### src/rtl/multicycle_control_unit_if.sv
// Handshake bundle between the multicycle control unit (master) and the datapath/memory (slave).
interface multicycle_control_unit_if #(parameter int ACW = 3);
  logic [5:0]     Opcode;
  logic [5:0]     Funct;
  logic           Zero;
  logic           MemReady;
  logic           IorD, IRWrite, MemWrite, RegDst, MemtoReg, RegWrite, ALUSrcA;
  logic [1:0]     ALUSrcB;
  logic [1:0]     PCSrc;
  logic           PCEn;
  logic [ACW-1:0] ALUControl;
  logic           IllegalOp;
  logic [3:0]     State;

  modport master (
    input  Opcode, Funct, Zero, MemReady,
    output IorD, IRWrite, MemWrite, RegDst, MemtoReg, RegWrite, ALUSrcA,
           ALUSrcB, PCSrc, PCEn, ALUControl, IllegalOp, State
  );
  modport slave (
    output Opcode, Funct, Zero, MemReady,
    input  IorD, IRWrite, MemWrite, RegDst, MemtoReg, RegWrite, ALUSrcA,
           ALUSrcB, PCSrc, PCEn, ALUControl, IllegalOp, State
  );
endinterface

### src/rtl/multicycle_control_unit.sv
// Multicycle MIPS-subset control FSM: Moore controls per state, write strobes
// gated by MemReady/Zero and masked combinationally while rst is high.
module multicycle_control_unit #(
  parameter int ACW     = 3,
  parameter bit EN_BNE  = 1'b1,
  parameter bit EN_ADDI = 1'b1
) (
  input  logic clk,
  input  logic rst,
  multicycle_control_unit_if.master bus
);
  typedef enum logic [3:0] {
    S_FETCH  = 4'd0,  S_DECODE = 4'd1,  S_MEMADR = 4'd2,  S_MEMRD  = 4'd3,
    S_MEMWB  = 4'd4,  S_MEMWR  = 4'd5,  S_EXEC   = 4'd6,  S_ALUWB  = 4'd7,
    S_BRANCH = 4'd8,  S_ADDIEX = 4'd9,  S_ADDIWB = 4'd10, S_JUMP   = 4'd11
  } state_e;

  localparam logic [5:0] OP_RTYPE = 6'b000000, OP_J  = 6'b000010, OP_BEQ = 6'b000100,
                         OP_BNE   = 6'b000101, OP_ADDI = 6'b001000,
                         OP_LW    = 6'b100011, OP_SW = 6'b101011;
  localparam logic [2:0] ALU_AND = 3'b000, ALU_OR = 3'b001, ALU_ADD = 3'b010,
                         ALU_SUB = 3'b110, ALU_SLT = 3'b111;

  state_e     state_q, state_d;
  logic       iord, irwrite, memwrite, regdst, memtoreg, regwrite, alusrca, pcen, illegal;
  logic [1:0] alusrcb, pcsrc;
  logic [2:0] aluctl, funct_alu;

  // Unknown Funct values quietly default to add
  always_comb begin
    case (bus.Funct)
      6'b100010: funct_alu = ALU_SUB;
      6'b100100: funct_alu = ALU_AND;
      6'b100101: funct_alu = ALU_OR;
      6'b101010: funct_alu = ALU_SLT;
      default:   funct_alu = ALU_ADD;
    endcase
  end

  always_comb begin
    state_d  = state_q;
    iord     = 1'b0;
    irwrite  = 1'b0;
    memwrite = 1'b0;
    regdst   = 1'b0;
    memtoreg = 1'b0;
    regwrite = 1'b0;
    alusrca  = 1'b0;
    alusrcb  = 2'b00;
    pcsrc    = 2'b00;
    pcen     = 1'b0;
    illegal  = 1'b0;
    aluctl   = ALU_AND;
    case (state_q)
      S_FETCH: begin
        alusrcb = 2'b01;
        aluctl  = ALU_ADD;
        irwrite = bus.MemReady;
        pcen    = bus.MemReady;
        if (bus.MemReady) state_d = S_DECODE;
      end
      S_DECODE: begin
        alusrcb = 2'b11;
        aluctl  = ALU_ADD;
        case (bus.Opcode)
          OP_LW, OP_SW: state_d = S_MEMADR;
          OP_RTYPE:     state_d = S_EXEC;
          OP_BEQ:       state_d = S_BRANCH;
          OP_J:         state_d = S_JUMP;
          OP_BNE: begin
            state_d = EN_BNE ? S_BRANCH : S_FETCH;
            illegal = !EN_BNE;
          end
          OP_ADDI: begin
            state_d = EN_ADDI ? S_ADDIEX : S_FETCH;
            illegal = !EN_ADDI;
          end
          default: begin
            state_d = S_FETCH;
            illegal = 1'b1;
          end
        endcase
      end
      S_MEMADR: begin
        alusrca = 1'b1;
        alusrcb = 2'b10;
        aluctl  = ALU_ADD;
        if (bus.Opcode == OP_LW)      state_d = S_MEMRD;
        else if (bus.Opcode == OP_SW) state_d = S_MEMWR;
        else                          state_d = S_FETCH;
      end
      S_MEMRD: begin
        iord = 1'b1;
        if (bus.MemReady) state_d = S_MEMWB;
      end
      S_MEMWB: begin
        memtoreg = 1'b1;
        regwrite = 1'b1;
        state_d  = S_FETCH;
      end
      S_MEMWR: begin
        iord     = 1'b1;
        memwrite = 1'b1;
        if (bus.MemReady) state_d = S_FETCH;
      end
      S_EXEC: begin
        alusrca = 1'b1;
        aluctl  = funct_alu;
        state_d = S_ALUWB;
      end
      S_ALUWB: begin
        regdst   = 1'b1;
        regwrite = 1'b1;
        state_d  = S_FETCH;
      end
      S_BRANCH: begin
        alusrca = 1'b1;
        aluctl  = ALU_SUB;
        pcsrc   = 2'b01;
        pcen    = (bus.Opcode == OP_BNE) ? ~bus.Zero : bus.Zero;
        state_d = S_FETCH;
      end
      S_ADDIEX: begin
        alusrca = 1'b1;
        alusrcb = 2'b10;
        aluctl  = ALU_ADD;
        state_d = S_ADDIWB;
      end
      S_ADDIWB: begin
        regwrite = 1'b1;
        state_d  = S_FETCH;
      end
      S_JUMP: begin
        pcsrc   = 2'b10;
        pcen    = 1'b1;
        state_d = S_FETCH;
      end
      default: state_d = S_FETCH;
    endcase
  end

  always_ff @(posedge clk) begin
    if (rst) state_q <= S_FETCH;
    else     state_q <= state_d;
  end

  // Architectural side effects are suppressed for the whole reset cycle
  assign bus.IRWrite    = irwrite  & ~rst;
  assign bus.PCEn       = pcen     & ~rst;
  assign bus.RegWrite   = regwrite & ~rst;
  assign bus.MemWrite   = memwrite & ~rst;
  assign bus.IllegalOp  = illegal  & ~rst;
  assign bus.IorD       = iord;
  assign bus.RegDst     = regdst;
  assign bus.MemtoReg   = memtoreg;
  assign bus.ALUSrcA    = alusrca;
  assign bus.ALUSrcB    = alusrcb;
  assign bus.PCSrc      = pcsrc;
  assign bus.ALUControl = ACW'(aluctl);
  assign bus.State      = state_q;
endmodule

### src/flat_wrapper.sv
// flat-port wrapper written by rule: the top's interface ports become plain ports
module multicycle_control_unit_flat 
#(
  parameter int ACW     = 3,
  parameter bit EN_BNE  = 1'b1,
  parameter bit EN_ADDI = 1'b1
)
  (clk, rst, bus_Opcode, bus_Funct, bus_Zero, bus_MemReady, bus_IorD, bus_IRWrite, bus_MemWrite, bus_RegDst, bus_MemtoReg, bus_RegWrite, bus_ALUSrcA, bus_ALUSrcB, bus_PCSrc, bus_PCEn, bus_ALUControl, bus_IllegalOp, bus_State);
  multicycle_control_unit_if #(.ACW(ACW)) bus_i ();
  input  logic clk;
  input  logic rst;
  input wire logic [$bits(bus_i.Opcode)-1:0] bus_Opcode;
  input wire logic [$bits(bus_i.Funct)-1:0] bus_Funct;
  input wire logic [$bits(bus_i.Zero)-1:0] bus_Zero;
  input wire logic [$bits(bus_i.MemReady)-1:0] bus_MemReady;
  output wire logic [$bits(bus_i.IorD)-1:0] bus_IorD;
  output wire logic [$bits(bus_i.IRWrite)-1:0] bus_IRWrite;
  output wire logic [$bits(bus_i.MemWrite)-1:0] bus_MemWrite;
  output wire logic [$bits(bus_i.RegDst)-1:0] bus_RegDst;
  output wire logic [$bits(bus_i.MemtoReg)-1:0] bus_MemtoReg;
  output wire logic [$bits(bus_i.RegWrite)-1:0] bus_RegWrite;
  output wire logic [$bits(bus_i.ALUSrcA)-1:0] bus_ALUSrcA;
  output wire logic [$bits(bus_i.ALUSrcB)-1:0] bus_ALUSrcB;
  output wire logic [$bits(bus_i.PCSrc)-1:0] bus_PCSrc;
  output wire logic [$bits(bus_i.PCEn)-1:0] bus_PCEn;
  output wire logic [$bits(bus_i.ALUControl)-1:0] bus_ALUControl;
  output wire logic [$bits(bus_i.IllegalOp)-1:0] bus_IllegalOp;
  output wire logic [$bits(bus_i.State)-1:0] bus_State;
  assign bus_i.Opcode = bus_Opcode;
  assign bus_i.Funct = bus_Funct;
  assign bus_i.Zero = bus_Zero;
  assign bus_i.MemReady = bus_MemReady;
  assign bus_IorD = bus_i.IorD;
  assign bus_IRWrite = bus_i.IRWrite;
  assign bus_MemWrite = bus_i.MemWrite;
  assign bus_RegDst = bus_i.RegDst;
  assign bus_MemtoReg = bus_i.MemtoReg;
  assign bus_RegWrite = bus_i.RegWrite;
  assign bus_ALUSrcA = bus_i.ALUSrcA;
  assign bus_ALUSrcB = bus_i.ALUSrcB;
  assign bus_PCSrc = bus_i.PCSrc;
  assign bus_PCEn = bus_i.PCEn;
  assign bus_ALUControl = bus_i.ALUControl;
  assign bus_IllegalOp = bus_i.IllegalOp;
  assign bus_State = bus_i.State;
  multicycle_control_unit #(.ACW(ACW), .EN_BNE(EN_BNE), .EN_ADDI(EN_ADDI)) u_core (.clk(clk), .rst(rst), .bus(bus_i));
endmodule
### config.mk
export PLATFORM = sky130hd
export DESIGN_NAME = multicycle_control_unit_flat
export DESIGN_NICKNAME = d
export VERILOG_FILES = /design/src/rtl/multicycle_control_unit_if.sv /design/src/rtl/multicycle_control_unit.sv /design/src/flat_wrapper.sv
export SDC_FILE = /design/constraint.sdc
export NUM_CORES = 1
export LEC_CHECK = 0
export BUFFER_PORTS_ARGS = -buffer_cell sky130_fd_sc_hd__buf_2
export CAP_MARGIN = 15
export CORE_MARGIN = 1
export CORE_UTILIZATION = 39
export DETAILED_ROUTE_END_ITERATION = 8
export PLACE_DENSITY = 0.72
export SETUP_SLACK_MARGIN = 0.05
export SLEW_MARGIN = 20
export SYNTH_ARGS = -nofsm -noshare
export SYNTH_HDL_FRONTEND = slang
export SYNTH_SLANG_ARGS = --single-unit
### constraint.sdc
create_clock -name clk -period 1.33 [get_ports clk]
set_input_delay 0.0665 -clock clk [delete_from_list [all_inputs] [get_ports clk]]
set_output_delay 0.0665 -clock clk [all_outputs]
set_load 0.02 [all_outputs]
* Word-level counts from Yosys, hierarchy flattened
Index checks and enable logic that the tools add are counted.
Storage, ports and cells: register bits 4, output and inout bits 20, logic and storage cells 65, input port bits 16
Cells by class: bitwise gates (word level) 7, equal/unequal tests 24, reduce and logical (&&, ||, !) cells 11, multiplexer cells 22
Operator list (count):
- 6-bit equality test, second input constant | 6
- 4-bit one-hot mux with 7 select lines | 1
- 4-bit one-hot mux with 5 select lines | 1
- 4-bit by 3-bit equality test with 1-bit output, second input constant | 4
- 4-bit equality test, second input constant | 4
- 4-bit two-way mux | 4
- 6-bit by 3-bit equality test with 1-bit output, second input constant | 2
- 3-bit one-hot mux with 4 select lines | 1
- 1-bit two-way mux | 10
- 3-bit one-hot mux with 3 select lines | 1
- 4-bit by 2-bit equality test with 1-bit output, second input constant | 2
- 2-bit OR reduction | 4
- 4-bit OR reduction | 2
- 7-bit OR reduction | 1
- 6-bit by 2-bit equality test with 1-bit output, second input constant | 1
- 6-bit by 4-bit equality test with 1-bit output, second input constant | 1
- 6-bit logical NOT | 1
- 2-bit inequality test, second input constant | 3
- 2-bit one-hot mux with 3 select lines | 1
- 1-bit bitwise AND | 5
- 4-bit by 1-bit equality test with 1-bit output, second input constant | 1
- 4-bit logical NOT | 1
- 2-bit one-hot mux with 2 select lines | 1
- 3-bit two-way mux | 1
- 4 further kinds | 5

* Logic depth before layout (Yosys ltp)
Gate-level depths: netlist (run 1).
depth after elaboration 5, gate-level depth with buffers 6, gate-level depth less buffers 4

* Worst setup path before layout (run 1)
No wires, ideal clock.
path type register to output, from register u_core.state_q[3] (netlist: u_core.bus.State[3]), to output bus_PCEn, stages on the path, launching flop included 6, data required time 1.263 ns, path buffers 1, arrival 1.506 ns, setup slack -0.243 ns, path through dfxtp_1 -> buf_2 -> nor2_2 -> nand2_1 -> o21a_1 -> o32ai_1
Between the ends: cells in the longest elaborated chain, start to end 3, elaborated cells between the ends (all ways) 5, those cells by class eq/ne: 2; mux: 1; bitwise: 1; reduce/logical: 1
Ends and longest elaborated chain:
- start, declared | line multicycle_control_unit.sv:24 | state_e state_q, state_d;
- start signal, assigned | line multicycle_control_unit.sv:144 | else state_q <= state_d;
- 4-bit equality test or 4-bit logical NOT (tied branches) | line multicycle_control_unit.sv:54 | case (state_q)
- 1-bit one-hot mux with 3 select lines * | line multicycle_control_unit.sv:54
- 1-bit bitwise AND * | line multicycle_control_unit.sv:149 | assign bus.PCEn = pcen & ~rst;
- end, declared | line flat_wrapper.sv:25 | output wire logic [$bits(bus_i.PCEn)-1:0] bus_PCEn;
Every way passes the cells marked *; elsewhere a longest branch is shown, timed or not.

* Final worst setup path (run 1)
from register u_core.state_q[3] (netlist: u_core.bus.State[3]), to output bus_RegWrite
Between the ends: cells in the longest elaborated chain, start to end 4, elaborated cells between the ends (all ways) 6, those cells by class eq/ne: 3; mux: 1; bitwise: 1; reduce/logical: 1
Ends and longest elaborated chain:
- 4-bit by 3-bit equality test with 1-bit output or 4-bit equality test (tied branches) | line multicycle_control_unit.sv:54
- 3-bit OR reduction (no source line) *
- 1-bit two-way mux * | line multicycle_control_unit.sv:54
- 1-bit bitwise AND * | line multicycle_control_unit.sv:150 | assign bus.RegWrite = regwrite & ~rst;
- end, declared | line flat_wrapper.sv:21 | output wire logic [$bits(bus_i.RegWrite)-1:0] bus_RegWrite;
Marked as above.

==> metrics.txt, run 1 <==
antenna violations before repair=0; fraction of layout instances using a drive strength above 1=a little over two thirds; Crit Path Max Fanout=7; FILL cells=80; commonest cells after routing, fill and taps aside=buf_4 (23), buf_2 (22), buf_6 (15); share of Yosys cell area claimed by the top area cell type=12.4%; Max Slew Vio Count=0; Die ar.=around 1800 sq um; RePlAce Congestion=between 0.9 and 1; largest net degree at the start of global routing=12; total grt overflow=0; Worst setup EP type=primary output; Max Freq=between 600 and 700 MHz; Final Hold Vio Count=0; # DRC=0; crit share post-route=115%; antenna cells=0; PortBufs=35; CTS root buffer=clkbuf_4; HPWL Detailed=between 1.5 and 2 mm; P_sw=roughly 210 uW; Synth Net Count=between 100 and 150; kind of critical path=reg2out; Clock Power Share=29.7%; Pleak=about 0.00057 uW; slew margin rel.=77.7%; Unique masters post-synth=40; Vias/cell=about 6.4; # rows=14; setup TNS=-845 ps; worst setup path start=u_core.bus.State[3]; clock tree buffer depth=2; Initial Util=a little over two fifths; Die Height=around 43 um; leading area contributor after synthesis=dfxtp_1; commonest non-fill, non-tap cell in the layout=buf_4; register share of total power=23.4%; Via Count=around 1100; synthesized cell area=between 600 and 700 sq um; chip width=around 43 um; Setup Skew=4.65 ps; RSZ-0062 raised after global routing=yes; Nets=roughly 170; Comb power frac=a little under half; number of flip-flops in the largest register=4; VDD IR-drop max=slightly above 0.4 mV; H-Tree Depth=1; setup ws final=-203 ps; CTS Sinks=4; total detailed-routing wirelength=roughly 3.3 mm; MaxCap Viol Count=0; WP data arrival=1470 ps; mean post-synth cell area=6.61 sq um; Global Route Usage Sum=29.1%; number of synthesized register bits=4; Cell Int Power=approximately 330 uW; Hold Crit Class=in2reg; synth warn=0; post-DR wirelength/cell=between 15 and 20 um; Pwr per Cell Area=~410 nW/um^2; crit path launch type=flop; post-route cell area=1310 sq um; Sw Ratio=about two fifths; Layout area overhead=103%; Synth Instances=between 90 and 100; DRT antenna net count=0; initial drt markers=75; failing checks=negative setup slack; Worst-path clk slew=40 ps; pre-CTS setup slack=roughly 37 ps; clk_lat worst skew=between 200 and 300 ps; vias in the first global route=between 900 and 1000; top cells by area, synth=dfxtp_1 (12%), nor2_1 (8.7%), buf_2 (5.4%); Placed Area=around 950 sq um; Reg2Reg Launch Point=u_core.bus.State[2]; Period minus WS final=roughly 1500 ps; Tightest Pin Transition=~330 ps; TritonCTS clock tree=yes; IO Count=36; sequential cell area fraction in the yosys report=between 10 and 15%; CP Data Required Time=1260 ps; drt pass-1 iters=7; outcome=finished, violations left; first-pass GRT wire length=4.09 mm; CTS buffer count=3; core area=between 1500 and 2000 sq um; post-layout util=a little under nine tenths; Hold Startpoint=rst; final setup vio count=14
cell families (layout without fill, tap and decap cells):
family / after synthesis / count (layout) / share of synthesized area, %
and+or+nand+nor: 52 / 52 / 44.6
muxes: 2 / 2 / 3.28
xor gates and xnor gates: 2 / 2 / 2.70
buffers and inverters: 13 / 69 / 8.88
AOI/OAI and AO/OA: 25 / 25 / 28.2
DFF: 4 / 4 / 12.4
critical path, cell delays in order, from the launching register on:
cell and delay (ps):
dfxtp_4 410, clkinvlp_4 190, mux2i_1 250, a21oi_2 100, nor2_2 100, buf_2 170
layer usage:
| metal | track usage, % | wire length, um | share of wire, % |
|---|---|---|---|
| met4 | 11.3 | 191 | 5.8 |
| met5 | 0 | 0 | 0 |
| met2 | 49.4 | 1590 | 48 |
| met3 | 2.13 | 342 | 10 |
| met1 | 37.9 | 1150 | 35 |
power groups by stage:
stage,clock (uW),sequential [uW],combinational (uW)
2_1_floorplan,0,135,115
3_3_place_gp,0,135,184
3_5_place_dp,0,135,187
4_1_cts,165,125,209
5_1_grt,174,127,266
6_report,161,127,253
cell usage after synthesis, drive strengths merged:
| cell | count |
|---|---|
| a211o | 1 |
| a21boi | 1 |
| a21oi | 6 |
| a221o | 1 |
| a22oi | 1 |
| a311oi | 1 |
| a31o | 1 |
| a31oi | 2 |
| a41o | 1 |
| and3 | 2 |
| buf | 7 |
| clkbuf | 1 |
| dfxtp | 4 |
| inv | 5 |
| mux2 | 1 |
| mux2i | 1 |
| nand2 | 4 |
| nand2b | 5 |
| nand3 | 4 |
| nand3b | 1 |
| nand4 | 3 |
| nand4b | 2 |
| nor2 | 17 |
| nor2b | 2 |
| nor3 | 7 |
| nor4 | 3 |
| o211ai | 2 |
| o21a | 3 |
| o21ai | 1 |
| o21bai | 1 |
| o22ai | 1 |
| o2bb2ai | 1 |
| o32ai | 1 |
| or3 | 1 |
| or3b | 1 |
| xor2 | 2 |
timing repair:
action,CTS,global route
pin swaps,5,11
endpoints found under the setup margin,15,18
hold buffers,0,0
resized for setup,31,28
buffers inserted,7,8
final timing paths:
path,endpoint,slack (ps),depth (start not counted)
max,bus_RegWrite,-200,5
min,u_core.bus.State[3],150,2
max reg2reg,u_core.bus.State[1],-30,6
min reg2reg,u_core.bus.State[2],720,3
layout make-up:
| class | count | area, sq um | share of cell area, % |
|---|---|---|---|
| multi-input combinational | 81 | 676 | 51.5 |
| clock buffer | 3 | 22.5 | 1.72 |
| tap | 16 | 20.0 | 1.53 |
| sequential | 4 | 95.1 | 7.24 |
| timing repair buffer | 61 | 472 | 35.9 |
| inverter | 5 | 27.5 | 2.10 |
metrics by stage:
step	std cells	total power, uW	hold WS (ps)
floorplan	98	250	228
global placement	152	319	399
detailed placement	152	322	405
CTS	162	500	144
global route	170	567	153
finish	170	541	148
(Power assumes the default switching activity.)
==> run 2, diff against run 1 <==
--- a/config.mk
+++ b/config.mk
@@ -6,13 +6,11 @@
 export NUM_CORES = 1
 export LEC_CHECK = 0
 export BUFFER_PORTS_ARGS = -buffer_cell sky130_fd_sc_hd__buf_2
-export CAP_MARGIN = 15
 export CORE_MARGIN = 1
 export CORE_UTILIZATION = 39
 export DETAILED_ROUTE_END_ITERATION = 8
-export PLACE_DENSITY = 0.72
+export PLACE_DENSITY = 0.75
 export SETUP_SLACK_MARGIN = 0.05
-export SLEW_MARGIN = 20
 export SYNTH_ARGS = -nofsm -noshare
 export SYNTH_HDL_FRONTEND = slang
 export SYNTH_SLANG_ARGS = --single-unit
==> constraint.sdc (replaced) <==
create_clock -name clk -period 1.36 [get_ports clk]
set_input_delay 0.068 -clock clk [delete_from_list [all_inputs] [get_ports clk]]
set_output_delay 0.068 -clock clk [all_outputs]
set_load 0.02 [all_outputs]
==> run 2 against run 1 <==
Effect of this change:
- the flow still finishes with violations (negative setup slack)
- register-to-register slack better by 20 ps
- global-route usage about the same
- combinational power decreased by 9.9%
- first-iteration DRC count decreased by 16%
- non-clock buffer count fell by 7
- critical path type unchanged
==> metrics.txt, run 2 (synthesized netlist as in run 1, its figures left out) <==
setup TNS=-508 ps (+338 ps); Max Freq=around 670 MHz; CTS root buffer=clkbuf_4; commonest cells after routing, fill and taps aside=buf_2 (24), buf_4 (21), nor2_1 (11); Nets=165 (-4.1%); vias in the first global route=888 (-1.9%); CP Data Required Time=1290 ps (+30 ps); hold buffer count at cts=0 (unchanged); total detailed-routing wirelength=2.75 mm (-16%); RR Endpoint=u_core.bus.State[2]; RSZ-0062 raised after global routing=yes; drt pass-1 iters=4 (-3); crit share post-route=109%; Layout area overhead=83.6%; Die ar.=1830 sq um (unchanged); VDD IR-drop max=0.437 mV (+6.9%); Placed Area=937 sq um (-1.8%); met1 Use GR=36.8% (-1.1 points); H-Tree Depth=1 (unchanged); post-route cell area=1190 sq um (-9.3%); TritonCTS clock tree=yes; commonest non-fill, non-tap cell in the layout=buf_2; Worst-path clk slew=40 ps (about the same); largest net degree at the start of global routing=12 (unchanged); kind of critical path=reg2out; DRT antenna net count=0 (unchanged); total grt overflow=0 (unchanged); GRT met2 Usage=48.2% (-1.2 points); Hold Crit Class=in2reg; Worst setup EP type=primary output; Period minus WS final=~1500 ps; grt met3 use=4.68% (+2.6 points); Global Route Usage Sum=29.1% (about the same); reg2reg setup slack=-10 ps (+20 ps); setup ws final=-124 ps (+79.4 ps); slew margin rel.=79.9% (+2.2 points); Worst R2R Path Depth=6 (unchanged); outcome=finished, violations left; Tightest Pin Transition=300 ps (-33.0 ps); antenna violations before repair=0 (unchanged); Initial Util=42.5% (unchanged); core area=1520 sq um (unchanged); worst setup path end=bus_PCEn; Top Usage Layer GRT=met2; MaxCap Viol Count=0 (unchanged); number of flip-flops in the largest register=4 (unchanged); Max Slew Vio Count=0 (unchanged); Via Count=1006 (-7.4%); fraction of layout instances using a drive strength above 1=66.0% (-3.5 points); failing checks=negative setup slack; # rows=14 (unchanged); first-pass GRT wire length=4.06 mm (-0.83%); Final Hold Vio Count=0 (unchanged); Crit Path Max Fanout=6 (-1); worst setup path start=u_core.bus.State[2]; CTS buffer count=3 (unchanged); Reg2Reg Launch Point=u_core.bus.State[2]; RePlAce Congestion=0.849 (-7.1%); antenna cells=0 (unchanged); post-DR wirelength/cell=16.9 um (-12%); clk_lat worst skew=250 ps (about the same); chip width=42.8 um (unchanged); crit path launch type=flop; WP data arrival=1420 ps (-50 ps); # DRC=0 (unchanged); Pleak=0.000529 uW (-7.4%); final setup vio count=9 (-5); CTS Sinks=4 (unchanged); Die Height=42.8 um (unchanged); Setup Skew=2.85 ps (-1.80 ps); Pwr per Cell Area=431 nW/um^2 (+4.5%); clock tree buffer depth=2 (unchanged); HPWL Detailed=1.62 mm (-1.0%); PortBufs=35 (unchanged); initial drt markers=63 (-16%); IO Count=36 (unchanged); Vias/cell=6.17 (-3.4%)
==> run 2: cell types whose count changed in the layout (fill, tap and decap cells not counted), moves of 2 or more <==
| cell | before | now |
|---|---|---|
| buf_2 | 22 | 24 |
| a21oi_2 | 3 | 5 |
| buf_4 | 23 | 21 |
| nand2_1 | 0 | 2 |
| buf_6 | 15 | 9 |
==> run 2: final cells by class <==
type | count | area [sq um]
well taps | 16 | 20.0
multi-input cells | 81 | 649
flip-flops and latches | 4 | 95.1
fillers | 108 | 334
inverters | 5 | 23.8
repair buffers | 54 | 379
clock buffers | 3 | 22.5
==> run 2: timing repair <==
item / 4_1_cts / 5_1_grt
gates resized for setup: 29 / 22
pin swaps: 4 / 9
setup buffers: 7 / 5
gates cloned: 0 / 0
endpoints found under the setup margin: 17 / 18
==> run 2: where the power goes <==
group	switching, uW	total [uW]	leakage [uW]	internal, uW
sequential	9.64	126	0.0000355	116
clock	59.0	158	0.0000138	99.4
combinational	131	228	0.000480	97.1
total	200	512	0.000529	313
==> run 2: worst max-delay path, stage by stage (launching register included) <==
cell and delay, ps:
dfxtp_4 360, nor2_4 130, nand2_2 70, or3_4 330, o32ai_2 100, buf_4 180
==> run 2: metrics by stage <==
step / setup WS (ps) / hold slack [ps] / power, uW / cells / utilization (%)
after global placement: 62.1 / 407 / 310 / 151 / 61.5
after detailed placement: -2.19 / 416 / 313 / 151 / 61.5
after floorplan: -42.8 / 237 / 241 / 98 / -
after CTS: -103 / 168 / 474 / 160 / 71.3
final: -124 / 177 / 512 / 163 / 78.1
after global routing: -174 / 190 / 532 / 163 / 78.1
==> run 2: worst min path at each step <==
stage / start / to / cells after the start
after floorplan: bus_MemReady / u_core.bus.State[0] / 2
after detailed placement: rst / u_core.bus.State[3] / 2
after global placement: rst / u_core.bus.State[3] / 2
after CTS: rst / u_core.bus.State[3] / 2
after global routing: rst / u_core.bus.State[3] / 2
final: rst / u_core.bus.State[3] / 2
==> run 2: per-layer routing <==
layer,share of wire (%),wire [um]
met5,0,0
met4,3.5,95
met3,8.2,226
met2,50,1390
met1,38,1040
==> run 3, diff against run 2 <==
--- a/config.mk
+++ b/config.mk
@@ -5,11 +5,12 @@
 export SDC_FILE = /design/constraint.sdc
 export NUM_CORES = 1
 export LEC_CHECK = 0
+export ABC_AREA = 1
 export BUFFER_PORTS_ARGS = -buffer_cell sky130_fd_sc_hd__buf_2
 export CORE_MARGIN = 1
 export CORE_UTILIZATION = 39
 export DETAILED_ROUTE_END_ITERATION = 8
-export PLACE_DENSITY = 0.75
+export PLACE_DENSITY_LB_ADDON = 0.05
 export SETUP_SLACK_MARGIN = 0.05
 export SYNTH_ARGS = -nofsm -noshare
 export SYNTH_HDL_FRONTEND = slang
==> run 3 against run 2 <==
Effect of this change:
- the run still ends with negative setup slack left
- non-clock buffer count decreased by 5
- largest cell class unchanged
- final area fell by 11%
- via count down 5.5%
==> metrics.txt, run 3 <==
share of Yosys cell area claimed by the top area cell type=17.0% (+4.7 points); synth warn=0 (unchanged); Unique masters post-synth=25 (-38%); Period minus WS final=1530 ps (+43.6 ps); Worst-path clk slew=30 ps (about the same); setup TNS=-804 ps (-297 ps); Async SR Flop Fraction=0% (unchanged); largest net degree at the start of global routing=9 (-3); crit share post-route=112% (+3.2 points); synthesized cell area=639 sq um (-1.4%); initial drt markers=30 (-52%); main combinational cell family by area after synthesis=simple AND/OR/NAND/NOR gates; pre-CTS setup slack=13.6 ps (+15.8 ps); CTS root buffer=clkbuf_4; hold buffer count at cts=0 (unchanged); total detailed-routing wirelength=2.06 mm (-25%); Synth Instances=126 (+29%); mean post-synth cell area=5.07 sq um (-23%); CTS Sinks=4 (unchanged); Initial Util=42.0% (-0.57 points); antenna cells=0 (unchanged); VDD IR-drop max=0.459 mV (+4.9%); outcome=finished, violations left; crit path launch type=flop; Tightest Pin Transition=255 ps (-44.5 ps); Layout area overhead=64.8%; Via Count=951 (-5.5%); mux share of post-synthesis cell area=0% (-3.3 points); Hold Crit Class=in2reg; final setup vio count=8 (-1); Final Hold Vio Count=0 (unchanged); RePlAce Congestion=0.881 (+3.7%); CTS buffer count=3 (unchanged); CP Data Required Time=1290 ps (about the same); number of synthesized register bits=4 (unchanged); Synth Net Count=142 (+25%); H-Tree Depth=1 (unchanged); Die ar.=1810 sq um (-1.3%); fraction of layout instances using a drive strength above 1=48.6% (-17 points); Vias/cell=4.93 (-20%); Adder-Cell Fraction of Synth Area=0% (unchanged); # DRC=0 (unchanged); Pwr per Cell Area=492 nW/um^2 (+14%); chip width=42.5 um (-0.64%); Pleak=0.000610 uW (+15%); post-synthesis simple-gate area fraction=58.3% (+14 points); clk_lat worst skew=240 ps (about the same); DRT antenna net count=0 (unchanged); top cells by area, synth=nand2_1 (17%), nor2_1 (15%), dfxtp_1 (13%); drt pass-1 iters=4 (unchanged); post-synthesis xor/xnor area fraction=0% (-2.7 points); kind of critical path=reg2out; post-DR wirelength/cell=10.6 um (-37%); clock tree buffer depth=2 (unchanged); total grt overflow=0 (unchanged); commonest non-fill, non-tap cell in the layout=buf_2; MaxCap Viol Count=0 (unchanged); WP data arrival=1460 ps (+40 ps); # rows=14 (unchanged); RSZ-0062 raised after global routing=yes; IO Count=36 (unchanged); Setup Skew=1.92 ps (-0.929 ps); vias in the first global route=879 (-1.0%); first-pass GRT wire length=3.44 mm (-15%); Max Slew Vio Count=0 (unchanged); Synth Flop Type=dfxtp_1; Crit Path Max Fanout=5 (-1); setup ws final=-167 ps (-43.6 ps); Worst setup EP type=primary output; number of flip-flops in the largest register=4 (unchanged); Nets=195 (+18%); HPWL Detailed=1.51 mm (-6.7%); Post-synth EDFFs=0 (unchanged); Global Route Usage Sum=25.2% (-3.9 points); Die Height=42.5 um (-0.64%); Compound-Gate Fraction of Synth Area=13.3% (-15 points); FILL cells=146 (+35%); PortBufs=35 (unchanged); leading area contributor after synthesis=nand2_1; most instantiated library cell after synthesis=nand2_1; antenna violations before repair=0 (unchanged); core area=1520 sq um (unchanged); failing checks=negative setup slack; commonest cells after routing, fill and taps aside=buf_2 (29), nand2_1 (27), nor2_1 (22); sequential cell area fraction in the yosys report=12.5% (+0.17 points); Synth top cells by count=nand2_1 (29), nor2_1 (26), inv_1 (21); Max Freq=655 MHz (-2.9%); TritonCTS clock tree=yes; slew margin rel.=82.9% (+2.9 points)
==> run 3: cell types whose count changed after synthesis, sizes merged, moves of 3 or more <==
cell	change
buf	-6
inv	+21
nand2	+28
nand2b	-5
nand3	+6
nor2	+13
nor3	-5
nor4	-3
==> run 3: worst paths after layout <==
path                                           from             endpoint  slack [ps]  depth (start not counted)
worst max register to register  u_core.bus.State[3]  u_core.bus.State[1]         -50                         11
worst min register to register  u_core.bus.State[2]  u_core.bus.State[2]         520                          2
worst min-delay path                            rst  u_core.bus.State[0]         100                          2
worst max-delay path            u_core.bus.State[1]    bus_ALUControl[0]        -170                          8
==> run 3: final cells by class <==
class / count / area (sq um) / area share (%)
Tap cell: 16 / 20.0 / 1.90
Timing Repair Buffer: 49 / 307 / 29.1
Clock buffer: 3 / 22.5 / 2.14
Sequential cell: 4 / 95.1 / 9.03
Multi-Input combinational cell: 95 / 509 / 48.3
Inverter: 26 / 100 / 9.50
==> run 3: kinds of logic after synthesis <==
family,Yosys count
simple gates,82
compound gates,13
buf+inv,27
flops,4
==> run 3: where the power goes <==
part / total, uW / switching (uW) / internal [uW]
sequential: 129 / 10.6 / 118
clock: 146 / 47.2 / 98.5
combinational: 244 / 144 / 99.7
total: 518 / 202 / 317
==> run 3: layer usage <==
layer,track usage (%),vias to the layer above,wire length [um]
met2,46.2,35,1050
met1,27.9,415,842
met3,2.59,5,113
li1,-,496,-
met5,0,-,0
met4,13.8,0,44
==> run 3: critical path: stages (launching register included) <==
cell and delay, ps:
dfxtp_4 360, inv_2 60, nor2_4 90, nand2_2 70, inv_2 80, nand2_2 60
or2_1 250, o22ai_2 110, buf_6 140
==> run 3: what timing repair did <==
item / CTS / global route
pin swaps: 4 / 1
endpoints found under the setup margin: 11 / 14
buffers inserted: 10 / 2
gates resized for setup: 23 / 3
endpoints found under the hold margin: 0 / 0
==> run 3: through the flow <==
step	hold slack [ps]	area, sq um	util, %	power (uW)	cells
2_1_floorplan	300	669	-	268	126
3_3_place_gp	355	876	57.5	336	178
3_5_place_dp	353	876	57.5	339	178
4_1_cts	103	1030	67.5	520	191
5_1_grt	117	1050	69.1	551	193
6_report	102	1050	69.1	518	193
